<file path="config.mk">
export PLATFORM = sky130hd
export DESIGN_NAME = jstk_spi_reader
export DESIGN_NICKNAME = d
export VERILOG_FILES = /design/src/rtl/jstk_pkg.sv /design/src/rtl/jstk_spi_reader_shifter.sv /design/src/rtl/jstk_spi_reader.sv
export SDC_FILE = /design/constraint.sdc
export NUM_CORES = 1
export LEC_CHECK = 0
export CORE_MARGIN = 4
export CORE_UTILIZATION = 40
export CTS_CLUSTER_SIZE = 14
export DETAILED_ROUTE_END_ITERATION = 6
export SLEW_MARGIN = 20
export SYNTH_ARGS = -nofsm -noshare
export SYNTH_HDL_FRONTEND = slang
export SYNTH_SLANG_ARGS = --single-unit
</file>
<file path="constraint.sdc">
create_clock -name clk -period 10.73 [get_ports clk]
set_input_delay 2.146 -clock clk [delete_from_list [all_inputs] [get_ports clk]]
set_output_delay 2.146 -clock clk [all_outputs]
set_load 0.03 [all_outputs]
</file>
<file path="src/rtl/jstk_pkg.sv">
// jstk_pkg: shared types and constants for the PmodJSTK SPI reader.
// Centre-deadzone helper is applied only when built with JSTK_DEADZONE_EN.
`default_nettype none

package jstk_pkg;

    typedef enum logic [2:0] {
        IDLE  = 3'd0,
        SETUP = 3'd1,
        SHIFT = 3'd2,
        GAP   = 3'd3,
        DONE  = 3'd4
    } jstk_state_t;

    localparam logic [9:0] JSTK_CENTER     = 10'd512;
    localparam logic [5:0] JSTK_LED_PREFIX = 6'b100000;
    localparam int         JSTK_NUM_BYTES  = 5;

    // Snap an axis reading to centre when it lies within +/-dz of it.
    function automatic logic [9:0] jstk_deadzone(input logic [9:0] v, input int dz, input logic en);
        int diff;
        diff = int'({22'd0, v}) - int'({22'd0, JSTK_CENTER});
        if (en && (diff <= dz) && (diff >= -dz)) begin
            return JSTK_CENTER;
        end
        return v;
    endfunction

endpackage

`default_nettype wire

</file>
<file path="src/rtl/jstk_spi_reader_shifter.sv">
// spi_byte_shifter: one SPI mode-0 byte transfer, MSB first, sclk idle low.
// done is asserted combinationally on the cycle the 8th falling edge is produced.
`default_nettype none

module spi_byte_shifter #(
    parameter int SCLK_DIV = 50
) (
    input  logic       clk,
    input  logic       clr,
    input  logic       start,
    input  logic [7:0] tx,
    input  logic       miso,
    output logic       sclk,
    output logic       mosi,
    output logic [7:0] rx,
    output logic       done
);

    localparam int DW = $clog2(SCLK_DIV);

    logic          active;
    logic [DW-1:0] div_cnt;
    logic [2:0]    bit_cnt;
    logic [6:0]    tx_rest;
    logic          tick;

    assign tick = active && (div_cnt == DW'(SCLK_DIV - 1));
    assign done = tick && sclk && (bit_cnt == 3'd7);

    always_ff @(posedge clk or posedge clr) begin
        if (clr) begin
            active  <= 1'b0;
            div_cnt <= '0;
            bit_cnt <= 3'd0;
            tx_rest <= 7'd0;
            sclk    <= 1'b0;
            mosi    <= 1'b0;
            rx      <= 8'd0;
        end else if (start) begin
            active  <= 1'b1;
            div_cnt <= '0;
            bit_cnt <= 3'd0;
            tx_rest <= tx[6:0];
            sclk    <= 1'b0;
            mosi    <= tx[7];
        end else if (active) begin
            if (tick) begin
                div_cnt <= '0;
                sclk    <= ~sclk;
                if (!sclk) begin
                    rx <= {rx[6:0], miso};
                end else if (bit_cnt == 3'd7) begin
                    // Byte complete: park the bus low until the next start.
                    active <= 1'b0;
                    mosi   <= 1'b0;
                end else begin
                    bit_cnt <= bit_cnt + 3'd1;
                    mosi    <= tx_rest[6];
                    tx_rest <= {tx_rest[5:0], 1'b0};
                end
            end else begin
                div_cnt <= div_cnt + 1'b1;
            end
        end
    end

endmodule

`default_nettype wire

</file>
<file path="src/rtl/jstk_spi_reader.sv">
// jstk_spi_reader: periodic PmodJSTK poller producing 10-bit X/Y and button states.
// Optional centre deadzone enabled by defining JSTK_DEADZONE_EN.
`default_nettype none

module jstk_spi_reader
    import jstk_pkg::*;
#(
    parameter int SCLK_DIV    = 50,
    parameter int SS_SETUP    = 1500,
    parameter int BYTE_GAP    = 1000,
    parameter int POLL_PERIOD = 1000000,
    parameter int DEADZONE    = 32
) (
    input  logic       clk,
    input  logic       clr,
    input  logic [1:0] led,
    input  logic       miso,
    output logic       ss_n,
    output logic       sclk,
    output logic       mosi,
    output logic [9:0] joy_x,
    output logic [9:0] joy_y,
    output logic [2:0] btn,
    output logic       sample_valid,
    output logic       busy
);

    localparam int PH_MAX = (SS_SETUP > BYTE_GAP) ? SS_SETUP : BYTE_GAP;
    localparam int PH_W   = $clog2(PH_MAX + 1);
    localparam int PC_W   = $clog2(POLL_PERIOD + 1);

`ifdef JSTK_DEADZONE_EN
    localparam logic DZ_EN = 1'b1;
`else
    localparam logic DZ_EN = 1'b0;
`endif

    jstk_state_t     state;
    logic [PC_W-1:0] poll_cnt;
    logic            pending;
    logic [PH_W-1:0] phase_cnt;
    logic [2:0]      byte_idx;
    logic [7:0]      tx0;
    logic [7:0]      rx0;
    logic [1:0]      rx1;
    logic [7:0]      rx2;
    logic [1:0]      rx3;

    logic            poll_expire;
    logic            shift_start;
    logic            shift_done;
    logic [7:0]      shift_tx;
    logic [7:0]      shift_rx;
    logic [9:0]      raw_x;
    logic [9:0]      raw_y;

    assign poll_expire = (poll_cnt == PC_W'(POLL_PERIOD - 1));
    assign shift_start = ((state == SETUP) && (phase_cnt == PH_W'(SS_SETUP - 1))) ||
                         ((state == GAP)   && (phase_cnt == PH_W'(BYTE_GAP - 1)));
    assign shift_tx    = (byte_idx == 3'd0) ? tx0 : 8'h00;
    assign raw_x       = {rx1, rx0};
    assign raw_y       = {rx3, rx2};

    spi_byte_shifter #(
        .SCLK_DIV (SCLK_DIV)
    ) u_shifter (
        .clk   (clk),
        .clr   (clr),
        .start (shift_start),
        .tx    (shift_tx),
        .miso  (miso),
        .sclk  (sclk),
        .mosi  (mosi),
        .rx    (shift_rx),
        .done  (shift_done)
    );

    always_ff @(posedge clk or posedge clr) begin
        if (clr) begin
            state        <= IDLE;
            poll_cnt     <= '0;
            pending      <= 1'b0;
            phase_cnt    <= '0;
            byte_idx     <= 3'd0;
            tx0          <= 8'd0;
            rx0          <= 8'd0;
            rx1          <= 2'd0;
            rx2          <= 8'd0;
            rx3          <= 2'd0;
            ss_n         <= 1'b1;
            busy         <= 1'b0;
            sample_valid <= 1'b0;
            joy_x        <= JSTK_CENTER;
            joy_y        <= JSTK_CENTER;
            btn          <= 3'd0;
        end else begin
            sample_valid <= 1'b0;
            poll_cnt     <= poll_expire ? '0 : poll_cnt + 1'b1;

            // Poll period is start-to-start: an expiry mid-transaction is deferred.
            if (poll_expire && (state != IDLE) && (state != DONE)) begin
                pending <= 1'b1;
            end

            case (state)
                IDLE, DONE: begin
                    if (poll_expire || pending) begin
                        pending   <= 1'b0;
                        tx0       <= {JSTK_LED_PREFIX, led};
                        ss_n      <= 1'b0;
                        busy      <= 1'b1;
                        phase_cnt <= '0;
                        byte_idx  <= 3'd0;
                        state     <= SETUP;
                    end else begin
                        state <= IDLE;
                    end
                end
                SETUP, GAP: begin
                    if (shift_start) begin
                        state <= SHIFT;
                    end else begin
                        phase_cnt <= phase_cnt + 1'b1;
                    end
                end
                SHIFT: begin
                    if (shift_done) begin
                        if (byte_idx < 3'(JSTK_NUM_BYTES - 1)) begin
                            case (byte_idx)
                                3'd0:    rx0 <= shift_rx;
                                3'd1:    rx1 <= shift_rx[1:0];
                                3'd2:    rx2 <= shift_rx;
                                default: rx3 <= shift_rx[1:0];
                            endcase
                            byte_idx  <= byte_idx + 3'd1;
                            phase_cnt <= '0;
                            state     <= GAP;
                        end else begin
                            joy_x        <= jstk_deadzone(raw_x, DEADZONE, DZ_EN);
                            joy_y        <= jstk_deadzone(raw_y, DEADZONE, DZ_EN);
                            btn          <= shift_rx[2:0];
                            ss_n         <= 1'b1;
                            busy         <= 1'b0;
                            sample_valid <= 1'b1;
                            state        <= DONE;
                        end
                    end
                end
                default: begin
                    state <= IDLE;
                end
            endcase
        end
    end

endmodule

`default_nettype wire

</file>
==> load_flow_metrics.sql <==
INSERT INTO impl_metrics (metric_group, metric, value, unit) VALUES
('critical_path', 'timing.critical_path.arrival', '1.58', 'ns'),
('worst_hold_path', 'min-delay-path-class', 'register to register', ''),
('synth', 'synth.largest_area_cell', 'dfrtp_1', ''),
('sta', 'max-slew-margin-rel', '38.7', '%'),
('routing', 'drt-wirelength-per-cell', '14.2', 'um'),
('clock_network', 'clock_tree.buffer_depth', '2', ''),
('critical_path', 'r2r.worst_path.cells', '5', ''),
('clock_network', 'post_cts_buffers', '0', ''),
('routing', 'vias_per_cell', '5.04', ''),
('routing', 'wl', '8990', 'um'),
('pwr', 'p_sw_share', '18.5', '%'),
('critical_path', 'critical_path.max_fanout', '2', ''),
('pwr', 'pwr-share-comb', '1.0', '%'),
('grt', 'via_count_of_the_first_global_routing_pass', '3361', ''),
('critical_path', 'critical_path_depth', '1', ''),
('placement', 'placement.cell_area', '5450', 'um2'),
('grt', 'grt_antenna_before_repair', '0', ''),
('pwr', 'power.net_switching', '0.194', 'mW'),
('sta', 'finalWorstPathRequiredPeriod', '3.73', 'ns'),
('clock_network', 'clock_tree.htree_level_count', '4', ''),
('floorplan', 'fp.dieH', '119', 'um'),
('synth', 'synthesized_cell_area', '4960', 'um2'),
('cells_and_area', 'storage_element_area', '2860', 'um2'),
('pwr', 'power_per_cell_area', '172', 'nW/um2'),
('synth', 'yosys_warnings', '0', ''),
('pwr', 'vdd_drop_max', '0.000105', 'V'),
('synth', 'yosys_register_bits', '114', ''),
('critical_path', 'critical-path-max-stage-delay', '0.66', 'ns'),
('critical_path', 'cpMaxStageDelayCell', 'clkdlybuf4s50_1', ''),
('cells_and_area', 'total_area_of_multi_input_combinational_cells', '1980', 'um2'),
('cells_and_area', 'syn2layout_area_growth', '22.9', '%'),
('worst_hold_path', 'min_delay_path_depth', '1', ''),
('pwr', 'clkPwrFrac', '57.9', '%'),
('synth', 'synthMostInstantiatedCell', 'dfrtp_1', ''),
('synth', 'synth_sequential_area_ratio', '57.6', '%'),
('floorplan', 'die_area', '14200', 'um2'),
('clock_network', 'hold_buffers', '0', ''),
('worst_hold_path', 'holdCritStartpoint', 'poll_cnt[0]$_DFF_PP0_', ''),
('clock_network', 'insertion_delay', '0.40', 'ns'),
('routing', 'drcViolationCount', '0', ''),
('sta', 'fin_skew', '0.0107', 'ns'),
('synth', 'synth.top_cells.by_count', '111 x dfrtp_1, 54 x mux2_2, 34 x nor2_1', ''),
('sta', 'count_of_pins_over_their_slew_limit', '0', ''),
('critical_path', 'cp-start-kind', 'register', ''),
('cells_and_area', 'n_antenna_cell', '0', ''),
('routing', 'detail-route-antenna-nets', '0', ''),
('critical_path', 'reg2reg_slack', '7.72', 'ns'),
('placement', 'gp_congestion', '0.781', ''),
('synth', 'count_of_flip_flops_with_a_built_in_enable_after_synthesis', '0', ''),
('critical_path', 'reg2reg_from', 'poll_cnt[11]$_DFF_PP0_', ''),
('critical_path', 'cells_along_the_critical_path', 'clkdlybuf4s50_1', ''),
('sta', 'max_freq', '268', 'MHz'),
('sta', 'hold_viol', '0', ''),
('grt', 'grt_first_pass_wirelength', '16300', 'um'),
('worst_hold_path', 'min_delay_worst_endpoint', 'poll_cnt[0]$_DFF_PP0_', ''),
('critical_path', 'cell_family_contributing_the_most_delay_on_the_critical_path', 'buffers and inverters', ''),
('cells_and_area', 'nets_final', '466', ''),
('sta', 'tightest_slew', '0.918', 'ns'),
('critical_path', 'kind_of_end_point_of_the_critical_path', 'output pin', ''),
('cells_and_area', 'post_route_cells_drive_above_1_share', '20.3', '%'),
('clock_network', 'postCtsResizedCells', '0', ''),
('synth', 'syn_inst', '410', ''),
('grt', 'globalRoute.totalOverflow', '0', ''),
('floorplan', 'core.rowCount', '40', ''),
('routing', 'drt_iter0_drc', '152', ''),
('critical_path', 'cp.buffers_inverters', '1', ''),
('clock_network', 'clock-root-buffer', 'clkbuf_16', ''),
('floorplan', 'i_o_pin_count', '33', ''),
('outcome', 'status', 'finished clean', ''),
('clock_network', 'cts_made_buffers', '17', ''),
('clock_network', 'cts_num_sinks', '114', '');
-- kinds of logic after synthesis --
family | synth area share, %
compound gates | 6.77
xor+xnor | 3.36
fa+ha+maj | 2.52
buf+inv | 2.42
flops | 57.6
mux | 14.5
simple gates | 12.8
-- final cells by class --
type                    instances  share of cell area, %
multi-input cells             267                   32.5
repair buffers                 34                   5.56
inverters                      17                   1.09
clock buffers                  21                   7.56
flip-flops and latches        114                   46.9
well taps                     168                   3.45
clock inverters                10                   2.98
-- power by group through the flow --
| stage | Combinational [mW] | Clock, mW | Sequential [mW] |
|---|---|---|---|
| after floorplan | 0.00641 | 0 | 0.438 |
| after global placement | 0.0107 | 0 | 0.438 |
| after detailed placement | 0.0110 | 0 | 0.438 |
| after CTS | 0.0109 | 0.620 | 0.431 |
| after global routing | 0.0123 | 0.643 | 0.431 |
| final | 0.0103 | 0.607 | 0.431 |
-- cells in the final DEF, fill, tap and decap left out, types with 2 or more instances in the layout --
cell type,n
o21ai_0,11
clkbuf_1,2
and2_1,2
nand2b_1,2
and4_1,3
clkbuf_16,17
clkbuf_8,2
inv_1,16
nor2b_1,4
dfstp_2,3
nor2_1,34
or3_1,5
mux2_2,54
nand3_1,17
a31oi_1,8
xnor2_1,7
a2bb2oi_1,3
nor3_1,8
a21boi_0,2
nand4_1,5
clkinv_2,3
o21ai_1,2
dfrtp_1,111
nand2_1,25
a21oi_1,10
o21a_1,5
nand3b_1,4
bufinv_16,5
xor2_1,12
clkdlybuf4s50_1,32
mux2i_1,11
ha_1,10
nor4_1,3
-- how the worst max path moves through the flow --
| stage | start | to | slack [ns] |
|---|---|---|---|
| floorplan | clr | btn[0]$_DFFE_PP0P_ | 5.57 |
| global placement | clr | joy_x[6]$_DFFE_PP0P_ | 6.78 |
| detailed placement | clr | joy_x[6]$_DFFE_PP0P_ | 6.74 |
| CTS | ss_n$_DFFE_PP1P_ | ss_n | 6.98 |
| global route | u_shifter.sclk$_DFFE_PP0P_ | sclk | 6.96 |
| finish | joy_y[9]$_DFFE_PP1P_ | joy_y[9] | 7.00 |
-- per-layer routing --
layer | part of all wire, % | track usage [%] | up-vias
li1 | - | - | 1532
met1 | 48 | 18.5 | 1597
met2 | 47 | 22.0 | 41
met3 | 3.4 | 4.56 | 12
met4 | 1.6 | 4.94 | 0
met5 | 0 | 0 | -
-- registers in the layout, summed over array words and instances (netlist names) --
register / flops
u_shifter.active: 1
u_shifter.tx_rest: 7
phase_cnt: 11
sample_valid: 1
rx0: 8
pending: 1
rx2: 8
joy_y: 10
rx1: 2
byte_idx: 3
ss_n: 1
busy: 1
u_shifter.rx: 8
state: 3
joy_x: 10
u_shifter.mosi: 1
rx3: 2
u_shifter.div_cnt: 6
tx0: 3
poll_cnt: 20
u_shifter.bit_cnt: 3
u_shifter.sclk: 1
btn: 3
-- stage by stage --
step	setup WS (ns)	total power, mW	std cells	hold slack [ns]	util, %
after floorplan	5.57	0.445	410	0.424	-
after global placement	6.78	0.449	600	0.434	45.2
after detailed placement	6.74	0.449	600	0.446	45.2
after CTS	6.98	1.06	631	0.453	50.5
after global routing	6.96	1.09	631	0.474	50.5
final	7.00	1.05	631	0.454	50.5
(Power assumes the default switching activity.)
